**src/rtl/rs232_pkg.sv**
```systemverilog
// Shared constants and state encodings for the RS232 frame reader.
package rs232_pkg;
    localparam logic [4:0] RX_BASE     = 5'd0;
    localparam logic [4:0] STATUS_BASE = 5'd8;
    localparam int         RX_OK_BIT   = 7;
    localparam int         TX_OK_BIT   = 6;
    localparam int         ERR_CNT_W   = 8;

    typedef enum logic {
        S_STATUS,
        S_RX
    } link_state_t;

    typedef enum logic [1:0] {
        F_HUNT,
        F_PAYLOAD,
        F_CSUM
    } frame_state_t;
endpackage

```
**src/rtl/rs232_word_fifo.sv**
```systemverilog
// Word FIFO with occupancy count; the head is read straight from the storage flops,
// so it is valid the cycle after a push into an empty FIFO.
module rs232_word_fifo #(
    parameter int WIDTH = 32,
    parameter int DEPTH = 4
) (
    input  logic             clk,
    input  logic             rst_n,
    input  logic             push,
    input  logic [WIDTH-1:0] data,
    input  logic             pop,
    output logic [WIDTH-1:0] head,
    output logic             full,
    output logic             empty
);
    localparam int AW = $clog2(DEPTH);

    logic [WIDTH-1:0] mem [DEPTH];
    logic [AW-1:0]    wr_idx;
    logic [AW-1:0]    rd_idx;
    logic [AW:0]      count;
    logic             do_push;
    logic             do_pop;

    assign empty   = (count == '0);
    assign full    = (count == (AW+1)'(DEPTH));
    assign do_pop  = pop && !empty;
    // A full FIFO still accepts a word when the head leaves in the same cycle.
    assign do_push = push && (!full || do_pop);
    assign head    = mem[rd_idx];

    always_ff @(posedge clk) begin
        if (!rst_n) begin
            wr_idx <= '0;
            rd_idx <= '0;
            count  <= '0;
            for (int i = 0; i < DEPTH; i++) mem[i] <= '0;
        end else begin
            if (do_push) begin
                mem[wr_idx] <= data;
                wr_idx      <= wr_idx + 1'b1;
            end
            if (do_pop) rd_idx <= rd_idx + 1'b1;
            if (do_push && !do_pop)      count <= count + 1'b1;
            else if (do_pop && !do_push) count <= count - 1'b1;
        end
    end
endmodule

```
**src/rtl/rs232_frame_reader.sv**
```systemverilog
// Polls the RS232 UART over Avalon-MM, frames sync-prefixed payloads into words and buffers them.
// Optional trailing XOR checksum byte is enabled by defining RS232_FRAME_CHECKSUM_EN.
//
// state     | meaning
// S_STATUS  | reading status register, waiting for RX_OK
// S_RX      | reading one byte from the RX data register
// F_HUNT    | discarding bytes until SYNC_BYTE
// F_PAYLOAD | shifting payload bytes in, MSB first
// F_CSUM    | waiting for the XOR checksum byte
module rs232_frame_reader
    import rs232_pkg::*;
#(
    parameter int          BYTES_PER_WORD = 4,
    parameter int          FIFO_DEPTH     = 4,
    parameter logic [7:0]  SYNC_BYTE      = 8'hA5,
    parameter int          TIMEOUT_CYCLES = 50000,
    localparam int         WORD_W         = 8 * BYTES_PER_WORD
) (
    input  logic              avm_clk,
    input  logic              avm_rst_n,
    output logic [4:0]        avm_address,
    output logic              avm_read,
    input  logic [31:0]       avm_readdata,
    input  logic              avm_waitrequest,
    output logic [WORD_W-1:0] o_word,
    output logic              o_valid,
    input  logic              i_ready,
    output logic              o_overflow,
    output logic [7:0]        o_err_cnt
);
`ifdef RS232_FRAME_CHECKSUM_EN
    localparam bit CSUM_EN = 1'b1;
`else
    localparam bit CSUM_EN = 1'b0;
`endif
    localparam int TMR_W = $clog2(TIMEOUT_CYCLES);
    localparam int CNT_W = 4;

    link_state_t          link_q, link_d;
    frame_state_t         frame_q, frame_d;
    logic                 xfer, byte_valid;
    logic [7:0]           rx_byte;
    logic [WORD_W-1:0]    shift_q, word_in, push_word;
    logic [CNT_W-1:0]     cnt_q;
    logic [7:0]           csum_q;
    logic [TMR_W-1:0]     tmr_q;
    logic [ERR_CNT_W-1:0] err_q;
    logic                 ovf_q;
    logic                 last_byte, timeout_hit, word_done, err_event;
    logic                 fifo_full, fifo_empty, pop;
    logic                 unused_readdata;

    assign xfer            = avm_read && !avm_waitrequest;
    assign byte_valid      = xfer && (link_q == S_RX);
    assign rx_byte         = avm_readdata[7:0];
    assign unused_readdata = ^avm_readdata[31:8];
    assign avm_address     = (link_q == S_RX) ? RX_BASE : STATUS_BASE;

    always_ff @(posedge avm_clk) begin
        if (!avm_rst_n) begin
            link_q   <= S_STATUS;
            avm_read <= 1'b0;
        end else begin
            link_q   <= link_d;
            avm_read <= 1'b1;
        end
    end

    always_comb begin
        link_d = link_q;
        case (link_q)
            S_STATUS: if (xfer && avm_readdata[RX_OK_BIT]) link_d = S_RX;
            S_RX:     if (xfer) link_d = S_STATUS;
            default:  link_d = S_STATUS;
        endcase
    end

    assign last_byte   = (cnt_q == CNT_W'(BYTES_PER_WORD - 1));
    // A byte landing on the expiry cycle keeps the frame alive.
    assign timeout_hit = (frame_q != F_HUNT) && !byte_valid &&
                         (tmr_q == TMR_W'(TIMEOUT_CYCLES - 1));
    assign word_in     = (shift_q << 8) | WORD_W'(rx_byte);

    always_ff @(posedge avm_clk) begin
        if (!avm_rst_n) frame_q <= F_HUNT;
        else            frame_q <= frame_d;
    end

    always_comb begin
        frame_d = frame_q;
        case (frame_q)
            F_HUNT:    if (byte_valid && rx_byte == SYNC_BYTE) frame_d = F_PAYLOAD;
            F_PAYLOAD: begin
                if (byte_valid && last_byte) frame_d = CSUM_EN ? F_CSUM : F_HUNT;
                else if (timeout_hit)        frame_d = F_HUNT;
            end
            F_CSUM:    if (byte_valid || timeout_hit) frame_d = F_HUNT;
            default:   frame_d = F_HUNT;
        endcase
    end

    always_comb begin
        word_done = 1'b0;
        err_event = timeout_hit;
        push_word = word_in;
        if (frame_q == F_PAYLOAD) begin
            word_done = byte_valid && last_byte && !CSUM_EN;
        end else if (frame_q == F_CSUM && byte_valid) begin
            push_word = shift_q;
            word_done = (rx_byte == csum_q);
            err_event = (rx_byte != csum_q);
        end
    end

    always_ff @(posedge avm_clk) begin
        if (!avm_rst_n) begin
            shift_q <= '0;
            cnt_q   <= '0;
            csum_q  <= '0;
            tmr_q   <= '0;
            err_q   <= '0;
            ovf_q   <= 1'b0;
        end else begin
            ovf_q <= word_done && fifo_full && !pop;
            if (err_event && err_q != '1) err_q <= err_q + 1'b1;
            if (frame_q == F_HUNT || byte_valid || timeout_hit) tmr_q <= '0;
            else                                                tmr_q <= tmr_q + 1'b1;
            if (byte_valid && frame_q == F_HUNT) begin
                shift_q <= '0;
                cnt_q   <= '0;
                csum_q  <= '0;
            end else if (byte_valid && frame_q == F_PAYLOAD) begin
                shift_q <= word_in;
                cnt_q   <= cnt_q + 1'b1;
                csum_q  <= csum_q ^ rx_byte;
            end
        end
    end

    assign pop = i_ready && !fifo_empty;

    rs232_word_fifo #(
        .WIDTH (WORD_W),
        .DEPTH (FIFO_DEPTH)
    ) u_fifo (
        .clk   (avm_clk),
        .rst_n (avm_rst_n),
        .push  (word_done),
        .data  (push_word),
        .pop   (pop),
        .head  (o_word),
        .full  (fifo_full),
        .empty (fifo_empty)
    );

    assign o_valid    = !fifo_empty;
    assign o_overflow = ovf_q;
    assign o_err_cnt  = err_q;
endmodule

```
**config.mk**
```make
export PLATFORM = sky130hd
export DESIGN_NAME = rs232_frame_reader
export DESIGN_NICKNAME = d
export VERILOG_FILES = /design/src/rtl/rs232_pkg.sv /design/src/rtl/rs232_word_fifo.sv /design/src/rtl/rs232_frame_reader.sv
export SDC_FILE = /design/constraint.sdc
export NUM_CORES = 1
export LEC_CHECK = 0
export ABC_AREA = 1
export BUFFER_PORTS_ARGS = -buffer_cell sky130_fd_sc_hd__buf_2
export CORE_UTILIZATION = 45
export CTS_CLUSTER_DIAMETER = 60
export CTS_CLUSTER_SIZE = 14
export DETAILED_ROUTE_END_ITERATION = 12
export PLACE_DENSITY = 0.74
export SETUP_SLACK_MARGIN = 0.3
export SLEW_MARGIN = 20
export SYNTH_ARGS = -nofsm -noshare
export SYNTH_HDL_FRONTEND = slang
export SYNTH_SLANG_ARGS = --single-unit
```
**constraint.sdc**
```tcl
create_clock -name avm_clk -period 6.1 [get_ports avm_clk]
set_clock_uncertainty 0.1 [all_clocks]
set_input_delay 1.22 -clock avm_clk [delete_from_list [all_inputs] [get_ports avm_clk]]
set_output_delay 1.22 -clock avm_clk [all_outputs]
set_load 0.02 [all_outputs]
```
### After elaboration in Yosys (flattened, before gate mapping)

Memories as Yosys holds them, arrays and structs flattened. A register that Yosys moved wholly into a read port is not among the register bits.
Index checks and enable logic that the tools add are counted.

* RAM bits: 128
* output and inout bits: 48
* memories kept: 1
* bits of input ports: 36
* bits in registers: 80
* logic and storage cells: 100

Memories
* u_fifo.mem: words 4, bits a word 32, read ports 1, clocked after Yosys merged registers in 1, write ports 4, line rs232_word_fifo.sv:18 `logic [WIDTH-1:0] mem [DEPTH];`

* multiplexer cells: 27
* reduce and logical (&&, ||, !) cells: 37
* eq/ne operators: 12
* $add $sub $neg: 7
* bitwise operators: 4

Operator list (count)
* 2-to-1 mux 32 bit: 3
* bitwise OR 32 x 8 -> 32 bit: 1
* OR reduction 32 bit: 1
* logical AND 1 bit: 18
* adder 16 x 1 -> 16 bit, second input constant: 1
* == test 16 bit, second input constant: 1
* 2-to-1 mux 2 bit: 7
* 2-to-1 mux 1 bit: 12
* adder 8 x 1 -> 8 bit, second input constant: 1
* == test 8 bit: 1
* == test 8 bit, second input constant: 1
* inequality test 8 bit: 1
* inequality test 8 bit, second input constant: 1
* bitwise XOR 8 bit: 1
* logical NOT 1 bit: 7
* 2-to-1 mux 3 bit: 2
* one-hot mux 2 bit (3 select lines): 1
* adder 2 x 1 -> 2 bit, second input constant: 2
* adder 4 x 1 -> 4 bit, second input constant: 1
* == test 4 x 2 -> 1 bit, second input constant: 1
* logical OR 1 bit: 4
* 2-to-1 mux 4 bit: 1
* inequality test 2 bit, second input constant: 2
* nonzero test 2 bit: 2
* other kinds (12): 14

### Logic depth before layout (Yosys ltp)

Gate-level depths: netlist of the first run.

* depth after elaboration: 12
* depth in mapped cells: 14
* depth with buffers taken out: 14

### By module

A second synthesis of the first run with hierarchy kept.

* cells, all modules: 928
* area total of the unflattened synthesis: 9048.7 um^2

By module, submodules not included
* rs232_word_fifo: sequential area each 4023.9 um^2, area each 6413.7 um^2, cells each 577, times used 1
* rs232_frame_reader: sequential area each 1121.1 um^2, area each 2635.0 um^2, cells each 351, times used 1

### Worst setup path before layout of the first run

No wires, ideal clock.

* path type: input to register
* start: input port avm_waitrequest
* end: memory u_fifo.mem[1][0] (enable)
* arrival: 4216 ps
* required time: 5530 ps
* buffers on the path: 0
* library setup time: 470 ps
* setup slack: 1314 ps
* stages: 7
* cell sequence: inv_1 > nand3_2 > inv_2 > nand2_4 > nor2_4 > nand2_4 > o31ai_1

RTL lines
* start, declared: line rs232_frame_reader.sv:24 `input logic avm_waitrequest,`
* end, declared: line rs232_word_fifo.sv:18

==> run_results.csv, run 1 <==
group,metric,value,unit
outcome,status,"finished with violations",
outcome,violations,"DRC",
cells_and_area,antenna_cells,0,
timing,timing.final.ws_setup,1.54,ns
synth,synth_edf_count,128,
timing,fin_crit_sh,74.8,%
floorplanning,row_count,49,
clock_tree,cts_max_level,4,
cells_and_area,layout-drive-gt1-share,13.5,%
clock_tree,clockRootBuffer,"clkbuf_16",
synth,synth_cells,857,
worst_setup_path,cp-end-kind,"output port",
place,pre_cts_slack,2.00,ns
clock_tree,post_cts_buffers,0,
floorplanning,core,18100,µm²
route,dr.pass1.iters,9,
grt,grt_use_total,20.2,%
cells_and_area,nets,934,
grt,first_global_vias,5853,
clock_tree,cts_resized,0,
grt,grt_overflow,0,
floorplanning,die_w,138,µm
synth,synth_seq_cells,193,
timing,worst_slew_pin_slew,1.07,ns
power,p_per_area,331,nW/µm²
synth,synthFlopType,"edfxtp_1",
worst_setup_path,cp_common_cell,"buf_4",
route,wirelength,18.7,mm
timing,rsz0062_at_grt,"no",
synth,seq_area_frac_synth,61.6,%
run,maxCapViolCount,0,
worst_setup_path,worst_ep_required_time,4.78,ns
clock_tree,cts_inserted_buffers,17,
grt,antenna_found_initial,1,
clock_tree,cts_tree,"done",
synth,synth_cell_type_count,35,
worst_setup_path,critPathKind,"flip-flop to output port",
worst_setup_path,arrival,3.24,ns
synth,yosysWarnings,0,
route,dr.first_iter.drc_count,454,
floorplanning,die_y,138,µm
timing,slew_violations,0,
timing,tns,0,ns
clock_tree,cts_buffer_depth,2,
route,post_drt_via_cell_ratio,5.49,
timing,hold_violations,0,
route,route.vias.total,6230,
place,dp_hpwl,10.6,mm
power,peakVddDrop,217,µV
clock_tree,cts_hold_buf,0,
synth,syn_area,8360,µm²
cells_and_area,syn_to_final_growth,12.4,%
place,routabilityCongestion,0.802,
timing,fmax,0.219,GHz
synth,ys_async_sr_fraction,0,%
synth,postSynthAreaPerCell,9.75,µm²
worst_setup_path,cp-start-kind,"flip-flop",
floorplanning,start_util,46.2,%
clock_tree,cts.clk_slew.worst_paths,0.06,ns
route,antenna_left,0,
worst_setup_path,cp_max_fo,65,
timing,hold_slack,0.348,ns
timing,relSlewSlack,28.4,%
cells_and_area,utilization,51.9,%
worst_setup_path,crit_path_cell_trace,"buf_4, clkinv_1, buf_4, o21ai_0, o22ai_1, buf_2",
clock_tree,clk_latency,0.44,ns
floorplanning,dieArea,19100,µm²
min_path,hold_class,"flip-flop to flip-flop",
worst_setup_path,cpPeakStageDelay,0.85,ns
floorplanning,ios,84,
power,leakage,3.31,nW
route,drc,13,
route,post_drt_wl_per_cell,16.5,µm
worst_setup_path,critPathSlowestCell,"clkinv_1",
timing,final.min_clock_period,4.56,ns
grt,grt_max_degree,67,
clock_tree,clock-sinks,193,
place,portBuffers,55,
timing,finalSetupViolations,0,
grt,grt_pass1_wl,30.0,mm
[cell usage after synthesis, types with 4 or more instances]
cell / instances / area share, %
nor2_1: 200 / 9.0
edfxtp_1: 128 / 46
o21ai_0: 80 / 4.8
inv_1: 66 / 3.0
dfxtp_1: 65 / 16
nor3_1: 61 / 3.7
nand2_1: 53 / 2.4
o22ai_1: 33 / 2.5
clkbuf_1: 30 / 1.3
a211oi_1: 24 / 2.2
a21oi_1: 22 / 1.3
nand3_1: 17 / 1.0
buf_2: 10 / 0.60
nand4_1: 10 / 0.75
nor3_2: 10 / 1.2
xor2_1: 6 / 0.63
buf_6: 5 / 0.67
buf_1: 4 / 0.18
buf_4: 4 / 0.36
ha_1: 4 / 0.60
nor3b_1: 4 / 0.36
[where the power goes]
group          switching (mW)  internal (mW)
registers              0.0173           1.43
clock network           0.499          0.623
logic                   0.385          0.154
total                   0.901           2.21
[layout make-up]
| cell class | instances | area [µm²] |
|---|---|---|
| fill | 1563 | 8690 |
| timing repair buffer | 67 | 365 |
| tap | 229 | 287 |
| clock inverter | 13 | 150 |
| clock buffer | 19 | 443 |
| sequential | 193 | 5150 |
| inverter | 69 | 259 |
| multi-input combinational | 545 | 2740 |
[logic make-up (layout without fill, tap and decap cells)]
logic type      count (synthesis)  count (layout)  synth area share [%]
simple gates                  366             366                  19.5
flops                         193             193                  61.6
compound gates                163             163                  11.0
buf+inv                       122             168                  6.26
xor+xnor                        7               7                 0.734
fa+ha+maj                       5               5                 0.838
other cells                     1               4                0.0449
[per-stage QoR]
step | power (mW) | instances | instance area (µm²)
global placement | 2.01 | 1103 | 8800
CTS | 3.12 | 1135 | 9390
finish | 3.11 | 1135 | 9390
detailed placement | 2.02 | 1103 | 8800
global route | 3.23 | 1135 | 9390
floorplan | 1.84 | 860 | 8370
[registers in the layout, summed over array words and instances (netlist names), named ones only]
| name | cells |
|---|---|
| tmr_q | 16 |
| link_q | 1 |
| u_fifo.wr_idx | 2 |
| shift_q | 24 |
| cnt_q | 4 |
| o_overflow | 1 |
| frame_q | 1 |
| u_fifo.mem | 128 |
| avm_read | 1 |
| u_fifo.rd_idx | 2 |
| u_fifo.count | 3 |
| o_err_cnt | 8 |
[worst max-delay path: cells and delay by family (launching register included)]
kind            cells  cell delay [ns]
buf+inv             4             2.11
compound gates      2             0.37
flops               1             0.31
[layout by cell type, fill, tap and decap left out, types with 6 or more instances in the layout]
master     instances
nand2_1           53
clkbuf_16         17
o22ai_1           33
buf_2             55
a211oi_1          24
nor3_1            61
nor2_1           200
buf_4             12
o21ai_0           79
nor3_2            10
edfxtp_1         128
xor2_1             6
inv_1             66
dfxtp_1           64
a21oi_1           22
nand3_1           17
nand4_1           10
[final timing paths]
check / startpoint / to / slack [ns] / cells after the start
hold reg to reg: tmr_q[0]$_SDFF_PP0_ / tmr_q[0]$_SDFF_PP0_ / 0.35 / 1
setup / recovery: flip-flop / o_word[15] / 1.54 / 6
setup reg to reg: avm_read$_DFF_P_ / u_fifo.mem[2][8]$_SDFFCE_PN0P_ / 3.14 / 9
hold / removal: tmr_q[0]$_SDFF_PP0_ / tmr_q[0]$_SDFF_PP0_ / 0.35 / 1
[routing by layer]
layer / wire [µm] / up-vias / global-route usage, %
met5: 12 / - / 0
met2: 9300 / 181 / 33.8
met1: 8040 / 2997 / 25.8
li1: - / 3024 / -
met3: 1090 / 26 / 4.85
met4: 240 / 2 / 6.62
(Power assumes the default switching activity.)
==> run 2: changes to the inputs <==
--- a/config.mk
+++ b/config.mk
@@ -11,7 +11,7 @@
 export CTS_CLUSTER_DIAMETER = 60
 export CTS_CLUSTER_SIZE = 14
 export DETAILED_ROUTE_END_ITERATION = 12
-export PLACE_DENSITY = 0.74
+export PLACE_DENSITY = 0.76
 export SETUP_SLACK_MARGIN = 0.3
 export SLEW_MARGIN = 20
 export SYNTH_ARGS = -nofsm -noshare
==> constraint.sdc (replaced) <==
create_clock -name avm_clk -period 3.9 [get_ports avm_clk]
set_clock_uncertainty 0.1 [all_clocks]
set_input_delay 0.78 -clock avm_clk [delete_from_list [all_inputs] [get_ports avm_clk]]
set_output_delay 0.78 -clock avm_clk [all_outputs]
set_load 0.02 [all_outputs]
==> run 2 against run 1 <==
The flow still finishes with violations (DRC). Die area is the same. First-iteration DRC count rose by 0.22%. Register-to-register slack got worse by 1.7 ns. Critical path type unchanged. Critical endpoint is now o_word[25]. Largest power group unchanged. Highest routed layer unchanged.
==> run_results.csv, run 2 (synthesized netlist as in run 1, its figures left out) <==
group,metric,value,unit
place,routabilityCongestion,0.853,
floorplanning,die_w,138,µm
worst_setup_path,ff2ff_setup_slack,1.46,ns
timing,fmax,0.319,GHz
grt,antenna_found_initial,1,
worst_setup_path,critPathSlowestCell,"clkinvlp_4",
min_path,hold-path-endpoint,"tmr_q[0]$_SDFF_PP0_",
grt,grt_max_degree,65,
timing,hold_slack,0.355,ns
cells_and_area,antenna_cells,0,
clock_tree,cts_buffer_depth,2,
timing,rsz0062_at_grt,"no",
cells_and_area,top_regs,"u_fifo.mem (128), shift_q (24), tmr_q (16)",
worst_setup_path,r2r-end,"u_fifo.count[2]$_SDFFE_PN0P_",
worst_setup_path,critPathKind,"flip-flop to output port",
place,pre_cts_slack,0.895,ns
worst_setup_path,crit_path_cell_trace,"clkinvlp_4, buf_4, o21ai_0, o22ai_1, buf_2",
cells_and_area,syn_to_final_growth,12.9,%
timing,finalSetupViolations,0,
grt,grt_pass1_wl,31.1,mm
outcome,status,"finished with violations",
clock_tree,cts.clk_slew.worst_paths,0.06,ns
floorplanning,dieArea,19100,µm²
floorplanning,ios,84,
place,portBuffers,55,
worst_setup_path,critPathTopFamily,"buffers and inverters",
cells_and_area,final_common_cell,"nor2_1",
route,wirelength,18.8,mm
grt,first_global_vias,6192,
cells_and_area,nets,938,
clock_tree,clock-sinks,193,
worst_setup_path,arrival,2.25,ns
clock_tree,cts_inserted_buffers,17,
timing,relSlewSlack,55.8,%
timing,timing.final.ws_setup,0.769,ns
min_path,hold_class,"flip-flop to flip-flop",
worst_setup_path,cp-start-kind,"flip-flop",
timing,fin_crit_sh,80.3,%
worst_setup_path,rr_worst_depth,12,
floorplanning,row_count,49,
route,dr.first_iter.drc_count,455,
clock_tree,cts_tree,"done",
cells_and_area,largest_reg_flops,128,
clock_tree,clockRootBuffer,"clkbuf_16",
floorplanning,core,18100,µm²
run,maxCapViolCount,0,
power,leakage,3.34,nW
clock_tree,clk_latency,0.45,ns
worst_setup_path,worst_ep_required_time,3.02,ns
route,post_drt_via_cell_ratio,5.44,
timing,final.min_clock_period,3.13,ns
worst_setup_path,cp-end-kind,"output port",
power,p_per_area,516,nW/µm²
worst_setup_path,cpPeakStageDelay,0.54,ns
cells_and_area,seq_area,5150,µm²
route,drc,14,
route,antenna_left,0,
worst_setup_path,critPathBufInv,3,
cells_and_area,fill_cells,1598,
floorplanning,die_y,138,µm
route,dr.pass1.iters,8,
grt,grt_use_total,20.8,%
power,peakVddDrop,327,µV
clock_tree,cts_hold_buf,0,
worst_setup_path,cp_max_fo,35,
place,dp_hpwl,10.9,mm
floorplanning,start_util,46.2,%
cells_and_area,multi_input_area,2740,µm²
route,route.vias.total,6201,
cells_and_area,top_register,"u_fifo.mem",
timing,hold_violations,0,
grt,grt_overflow,0,
timing,worst_slew_pin_slew,0.662,ns
timing,slew_violations,0,
clock_tree,cts_max_level,4,
cells_and_area,final_cell_mix,"200 x nor2_1, 128 x edfxtp_1, 79 x o21ai_0, 66 x inv_1, 64 x dfxtp_1",
worst_setup_path,r2r-start,"cnt_q[0]$_SDFFE_PP0P_",
cells_and_area,layout-drive-gt1-share,13.8,%
route,post_drt_wl_per_cell,16.5,µm
min_path,hold_depth,1,
outcome,violations,"DRC",
min_path,hold_start,"tmr_q[0]$_SDFF_PP0_",
==> run 2: changes by cell type in the layout (fill, tap and decap cells not counted), sizes merged <==
| cell | delta |
|---|---|
| buf | +4 |
| clkbuf | +2 |
| inv | -2 |
| clkinv | -1 |
| clkinvlp | +1 |
==> run 2: what timing repair did <==
item,CTS,global route
resized for setup,0,1
setup endpoints to repair,0,12
setup buffers,0,0
==> run 2: worst max-delay path by stage <==
stage | from | endpoint | slack [ns] | depth (start not counted)
after CTS | flip-flop | o_word[25] | 0.37 | 5
after detailed placement | flip-flop | o_word[18] | 0.89 | 5
final | flip-flop | o_word[25] | 0.77 | 5
after global routing | flip-flop | o_word[27] | 0.62 | 5
after global placement | flip-flop | o_word[16] | 0.97 | 5
after floorplan | avm_waitrequest | u_fifo.mem[1][0]$_SDFFCE_PN0P_ | -0.45 | 7
==> run 2: report_power, final <==
group / switching, mW / internal (mW)
Sequential: 0.0296 / 2.24
Clock: 0.765 / 0.985
Combinational: 0.606 / 0.247
==> run 2: area by class of cell <==
class / count / area share, %
tap: 229 / 3.04
sequential: 193 / 54.5
clock inverter: 11 / 1.37
timing repair buffer: 71 / 4.32
multi-input combinational: 545 / 29.1
inverter: 69 / 2.78
clock buffer: 21 / 4.88
==> run 2: metal layers <==
layer / GRT usage [%] / routed length (µm)
met4: 7.81 / 334
met2: 35.3 / 9470
met1: 26.3 / 7910
met5: 0 / 13
met3: 4.40 / 1090
==> run 2: worst reg2reg max path: cells and delay by family, from the launching register on <==
| kind | cells | cell delay, ns |
|---|---|---|
| adders and majority gates | 3 | 0.75 |
| AOI/OAI and AO/OA | 4 | 0.48 |
| and+or+nand+nor | 3 | 0.46 |
| DFF | 1 | 0.38 |
| buffers and inverters | 2 | 0.16 |
==> run 2: through the flow <==
step	util (%)	power [mW]	instances	TNS (ns)	cell area [µm²]
floorplan	-	2.88	860	-38.31	8370
CTS	52.2	4.90	1139	0	9430
global route	52.2	5.05	1139	0	9440
finish	52.2	4.87	1139	0	9440
detailed placement	48.9	3.17	1107	0	8840
global placement	48.9	3.15	1107	0	8840
